===== config.mk =====
export PLATFORM = sky130hd
export DESIGN_NAME = keccak_chi_dom_stream
export DESIGN_NICKNAME = d
export VERILOG_FILES = /design/src/rtl/keccak_chi_dom_stream.sv
export SDC_FILE = /design/constraint.sdc
export NUM_CORES = 1
export LEC_CHECK = 0
export CAP_MARGIN = 40
export CORE_ASPECT_RATIO = 0.8
export CORE_MARGIN = 3
export CORE_UTILIZATION = 58
export CTS_CLUSTER_DIAMETER = 30
export DETAILED_ROUTE_END_ITERATION = 6
export MAX_ROUTING_LAYER = met4
export PLACE_DENSITY = 0.82
export SETUP_SLACK_MARGIN = 0.5
export SLEW_MARGIN = 20
export SYNTH_ARGS = -nofsm -noshare
export SYNTH_HDL_FRONTEND = slang
export SYNTH_SLANG_ARGS = --single-unit

===== constraint.sdc =====
create_clock -name ClkxCI -period 3.2 [get_ports ClkxCI]
set_input_delay 0.8 -clock ClkxCI [delete_from_list [all_inputs] [get_ports ClkxCI]]
set_output_delay 0.8 -clock ClkxCI [all_outputs]
set_load 0.05 [all_outputs]

===== src/rtl/keccak_chi_dom_stream.sv =====
// DOM-masked Keccak chi (+ optional iota) over ROWS 5-bit rows, 2-stage valid/ready pipeline.
// Optional iota injection is enabled by defining KECCAK_CHI_IOTA_EN.
module keccak_chi_dom_stream #(
  parameter int unsigned SHARES    = 2,
  parameter int unsigned ROWS      = 5,
  parameter int unsigned LESS_RAND = 0
) (
  input  logic                                  ClkxCI,
  input  logic                                  RstxRBI,
  input  logic                                  FlushxSI,
  input  logic                                  InValidxSI,
  output logic                                  InReadyxSO,
  input  logic [SHARES*ROWS*5-1:0]              InputxDI,
  input  logic                                  ZValidxSI,
  input  logic [ROWS*5*SHARES*(SHARES-1)/2-1:0] ZxDI,
  input  logic                                  RCxDI,
  output logic                                  OutValidxSO,
  input  logic                                  OutReadyxSI,
  output logic [SHARES*ROWS*5-1:0]              OutputxDO,
  output logic [1:0]                            InFlightxDO
);

  localparam int unsigned LANE      = ROWS * 5;
  localparam int unsigned DW        = SHARES * LANE;
  localparam int unsigned NPAIR     = SHARES * (SHARES - 1) / 2;
  localparam int unsigned DOMW      = SHARES * SHARES * LANE;
  localparam int unsigned LAST_PAIR = NPAIR - 1;

  logic            v1_q, v2_q, v1_d, v2_d;
  logic [1:0]      inflight_q, inflight_d;
  logic [DOMW-1:0] dom_q, dom_d;
  logic [DW-1:0]   out_q, out_d;
  logic            adv1, adv2, accept, load1, load2;
  logic            rc_bit;
  logic            z_unused;

  // With reduced randomness the last pair's Z bits are never consumed.
  assign z_unused = ^ZxDI;

`ifdef KECCAK_CHI_IOTA_EN
  assign rc_bit = RCxDI;
`else
  logic rc_unused;
  assign rc_unused = RCxDI;
  assign rc_bit    = 1'b0;
`endif

  // Handshake: stage 2 frees when empty or drained, stage 1 when it can move down.
  assign adv2       = ~v2_q | OutReadyxSI;
  assign adv1       = v1_q & adv2;
  assign InReadyxSO = ~v1_q | adv2;
  assign accept     = InValidxSI & ZValidxSI & InReadyxSO;
  assign load1      = accept & ~FlushxSI;
  assign load2      = adv1 & ~FlushxSI;

  always_comb begin : p_next
    v1_d = v1_q;
    v2_d = v2_q;
    if (FlushxSI) begin
      v1_d = 1'b0;
      v2_d = 1'b0;
    end else begin
      if (adv2) v2_d = v1_q;
      if (accept) v1_d = 1'b1;
      else if (adv1) v1_d = 1'b0;
    end
    inflight_d = 2'(v1_d) + 2'(v2_d);
  end

  // Stage-1 DOM terms: FF(i,i) inner domain term, FF(i,j) cross-domain product plus refresh.
  for (genvar i = 0; i < SHARES; i++) begin : g_si
    for (genvar j = 0; j < SHARES; j++) begin : g_sj
      for (genvar r = 0; r < ROWS; r++) begin : g_row
        for (genvar x = 0; x < 5; x++) begin : g_bit
          localparam int unsigned B0  = (i * ROWS + r) * 5 + x;
          localparam int unsigned B1  = (i * ROWS + r) * 5 + (x + 1) % 5;
          localparam int unsigned B2  = (i * ROWS + r) * 5 + (x + 2) % 5;
          localparam int unsigned JB2 = (j * ROWS + r) * 5 + (x + 2) % 5;
          localparam int unsigned D   = ((i * SHARES + j) * ROWS + r) * 5 + x;
          localparam bit IOTA_HERE = (i == 0) && (r == 0) && (x == 0) &&
                                     (j == ((SHARES > 1) ? 1 : 0));
          logic term;
          if (i == j) begin : g_inner
            if ((LESS_RAND != 0) && (i + 2 >= SHARES)) begin : g_omit
              assign term = ~InputxDI[B1] & InputxDI[B2];
            end else begin : g_full
              assign term = InputxDI[B0] ^ (~InputxDI[B1] & InputxDI[B2]);
            end
          end else begin : g_cross
            localparam int unsigned LO = (i < j) ? i : j;
            localparam int unsigned HI = (i < j) ? j : i;
            localparam int unsigned P  = LO + HI * (HI - 1) / 2;
            localparam int unsigned ZB = (P * ROWS + r) * 5 + x;
            logic fresh;
            // Last pair reuses each side's own S[x]; its inner terms drop S[x] to compensate.
            if ((LESS_RAND != 0) && (P == LAST_PAIR)) begin : g_reuse
              assign fresh = InputxDI[B0];
            end else begin : g_z
              assign fresh = ZxDI[ZB];
            end
            assign term = (InputxDI[B1] & InputxDI[JB2]) ^ fresh;
          end
          if (IOTA_HERE) begin : g_iota
            assign dom_d[D] = term ^ rc_bit;
          end else begin : g_plain
            assign dom_d[D] = term;
          end
        end
      end
    end
  end

  // Stage-2 compression: share i is the XOR of its SHARES stage-1 terms.
  for (genvar i = 0; i < SHARES; i++) begin : g_ci
    for (genvar r = 0; r < ROWS; r++) begin : g_cr
      for (genvar x = 0; x < 5; x++) begin : g_cx
        logic [SHARES-1:0] col;
        for (genvar j = 0; j < SHARES; j++) begin : g_cj
          assign col[j] = dom_q[((i * SHARES + j) * ROWS + r) * 5 + x];
        end
        assign out_d[(i * ROWS + r) * 5 + x] = ^col;
      end
    end
  end

  always_ff @(posedge ClkxCI or negedge RstxRBI) begin : p_regs
    if (!RstxRBI) begin
      v1_q       <= 1'b0;
      v2_q       <= 1'b0;
      inflight_q <= '0;
      dom_q      <= '0;
      out_q      <= '0;
    end else begin
      v1_q       <= v1_d;
      v2_q       <= v2_d;
      inflight_q <= inflight_d;
      if (load1) dom_q <= dom_d;
      if (load2) out_q <= out_d;
    end
  end

  assign OutValidxSO = v2_q;
  assign OutputxDO   = out_q;
  assign InFlightxDO = inflight_q;

endmodule

==> impl_metrics.toml <==
[status]
outcome = "completed"

[clock_network]
clk_latency_ns = 0.41
htreeDepth = 4
root_buffer = "clkbuf_16"
postCtsHoldBufs = 0
cts_tree = "done"
numClockSinks = 154
numCtsBuffers = 17
cts_buffer_depth = 2
cts_setup_buffers = 0
clk_pin_slew_worst_paths_ns = 0.06
cts-resized-gates = 0

[finish]
diodes = 0
num-nets-final = 805
instances_no_fill = 909
final_area_um2 = 9990
area_delta_synth_final_pct = 23.4
fillers = 858
drive_above_1_share_pct = 25.7

[yosys]
synth_commonest_cells = "154 x dfrtp_1, 100 x mux2_4, 100 x xnor2_1, 52 x nand2_1"
synth_cells = 579
synth_edf_count = 0
synthDistinctLibCells = 16
synth-async-reset-ratio_pct = 100
synth.most_common_cell = "dfrtp_1"
yosysSeqAreaShare_pct = 47.6
synth_top_area_share_pct = 47.6
syn_area_um2 = 8090
ys_top_cells_by_area = "dfrtp_1 48%, mux2_4 19%, xnor2_1 11%"
synth_top_area_cell = "dfrtp_1"
synthesis.nets = 662
synth_ff_type = "dfrtp_1"
ys_ff_latch = 154
synth_warnings = 0
avgSynthCellArea_um2 = 14.0

[setup_path]
critPathMaxStageDelay_ns = 0.45
cp_max_fo = 4
crit_slowest_cell = "clkdlybuf4s50_1"
worstPathRequired_ns = 2.40
cp-end-kind = "primary output"
crit_type = "in -> out"
path_delay_family = "buffers and inverters"
critPathArrivalTime_ns = 1.75
path_buf_inv = 2
crit_path_cell_trace = "clkdlybuf4s50_1, nor2b_4, nand2_1, buf_4"
startpoint_type = "primary input"

[drt]
dr.pass1.iters = 4
viasPerCell = 5.11
wl_per_cell_um = 17.3
drcViolationCount = 0
drt_iter0_markers = 213
ant_nets = 0
wl_um = 15800
vias = 4641

[sta]
drv_slew = 0
clock.fmax_ghz = 0.392
min_period_over_period_pct = 79.8
hold_viol_final = 0
final.setup.tns_ns = 0
worst_pin_slew_ns = 0.628
setup_viol = 0
post-route-min-period_ns = 2.55
relSlewSlack_pct = 58.2
finClkSkew_ns = 0.00716
whs_ns = 0.362
rsz0062_at_grt = "false"

[global_routing]
grt_pass1_vias = 5173
grt.overflow.total = 0
grt_use_total_pct = 22.3
grt_max_degree = 72
antenna_found_initial = 0
grt_pass1_wl_um = 26900

[flow_run]
max_cap_viol_count = 0

[pwr]
internal-power_uw = 5050
power_uw = 7960
p_switching_uw = 2910
worst_ir_drop_vdd_uv = 578
p_sw_share_pct = 36.5
power_frac_clock_pct = 22.0
leakagePower_uw = 0.00427
power_frac_seq_pct = 37.6
combinationalPowerShare_pct = 40.4
p_per_area_nw_per_um2 = 797

[floorplanning]
io_pins = 136
rows = 37
die_h_um = 112
die_x_um = 138
die_area_um2 = 15400
initial_core_util_pct = 61.1
core_um2 = 13200

[placed_design]
dpl_cell_area_um2 = 9470
port_buffers = 134
dp_hpwl_um = 11200
gp_congestion = 0.865
place_inst = 878

[hold_path]
hold_path.class = "in -> async"
power by group through the flow:
stage | clock [uW] | combinational, uW | sequential, uW
6_report | 1750 | 3220 | 2990
5_1_grt | 1890 | 3380 | 3080
4_1_cts | 1790 | 3260 | 3000
3_5_place_dp | 0 | 3230 | 3030
3_3_place_gp | 0 | 3170 | 2980
2_1_floorplan | 0 | 1090 | 4060
logic make-up (layout without fill, tap and decap cells):
kind of cell / Yosys count / count (layout) / share of synthesized area (%)
compound gates: 2 / 2 / 0.309
xor+xnor: 150 / 150 / 16.2
flops: 154 / 154 / 47.6
simple gates: 106 / 106 / 6.77
mux: 150 / 150 / 25.5
buf+inv: 16 / 171 / 3.37
fa+ha+maj: 1 / 1 / 0.155
cells in the final DEF, fill, tap and decap left out:
cell type | synthesis | routed
buf_6 | 4 | 1
clkinv_2 | 0 | 7
xor2_1 | 50 | 50
clkbuf_1 | 0 | 3
dfrtp_1 | 154 | 154
nor3b_4 | 1 | 1
buf_12 | 11 | 4
xnor2_1 | 100 | 100
nand2_1 | 52 | 52
a211oi_4 | 1 | 1
buf_4 | 1 | 3
clkdlybuf4s50_1 | 0 | 132
clkinvlp_4 | 0 | 2
nor2_1 | 2 | 2
mux2_4 | 100 | 100
nand2b_1 | 50 | 50
a21oi_1 | 1 | 1
nor2b_4 | 1 | 1
ha_1 | 1 | 1
mux2_2 | 50 | 50
clkbuf_8 | 0 | 2
clkbuf_16 | 0 | 17
final timing paths:
check                                           from                   endpoint  slack, ns  depth (start not counted)
max in group asynchronous                    RstxRBI      dom_q[14]$_DFFE_PN0P_       2.02                          2
hold reg to reg            OutputxDO[23]$_DFFE_PN0P_  OutputxDO[23]$_DFFE_PN0P_       0.51                          1
setup reg to reg               OutValidxSO$_DFF_PN0_      dom_q[97]$_DFFE_PN0P_       1.40                          4
hold / removal                               RstxRBI  OutputxDO[37]$_DFFE_PN0P_       0.36                          1
setup / recovery                         OutReadyxSI                 InReadyxSO       0.65                          4
min in group ClkxCI        OutputxDO[23]$_DFFE_PN0P_  OutputxDO[23]$_DFFE_PN0P_       0.51                          1
per-stage QoR:
stage	worst slack (ns)	util [%]
after floorplan	1.10	-
after global placement	0.576	71.5
after detailed placement	0.565	71.5
after CTS	0.644	75.4
after global routing	0.601	75.4
final	0.648	75.4
registers in the layout, indices dropped and copies added (netlist names):
register and flops:
OutValidxSO 1, InFlightxDO 2, v1_q 1, dom_q 100, OutputxDO 50
routing by layer:
metal / routed length (um) / vias to the layer above / global-route usage [%] / part of all wire (%)
met5: 0 / - / - / 0
li1: - / 2189 / - / -
met4: 143 / 0 / 4.94 / 0.91
met2: 7480 / 113 / 34.2 / 47
met3: 683 / 8 / 5.62 / 4.3
met1: 7450 / 2331 / 30.2 / 47
cell type report:
type	count	area, um2	share of cell area, %
Clock inverter	9	50.0	0.501
Sequential cell	154	3850	38.6
Tap cell	175	219	2.19
Multi-Input combinational cell	409	3960	39.7
Clock buffer	22	464	4.65
Timing Repair Buffer	140	1440	14.4
Power figures use the tool's default switching activity.
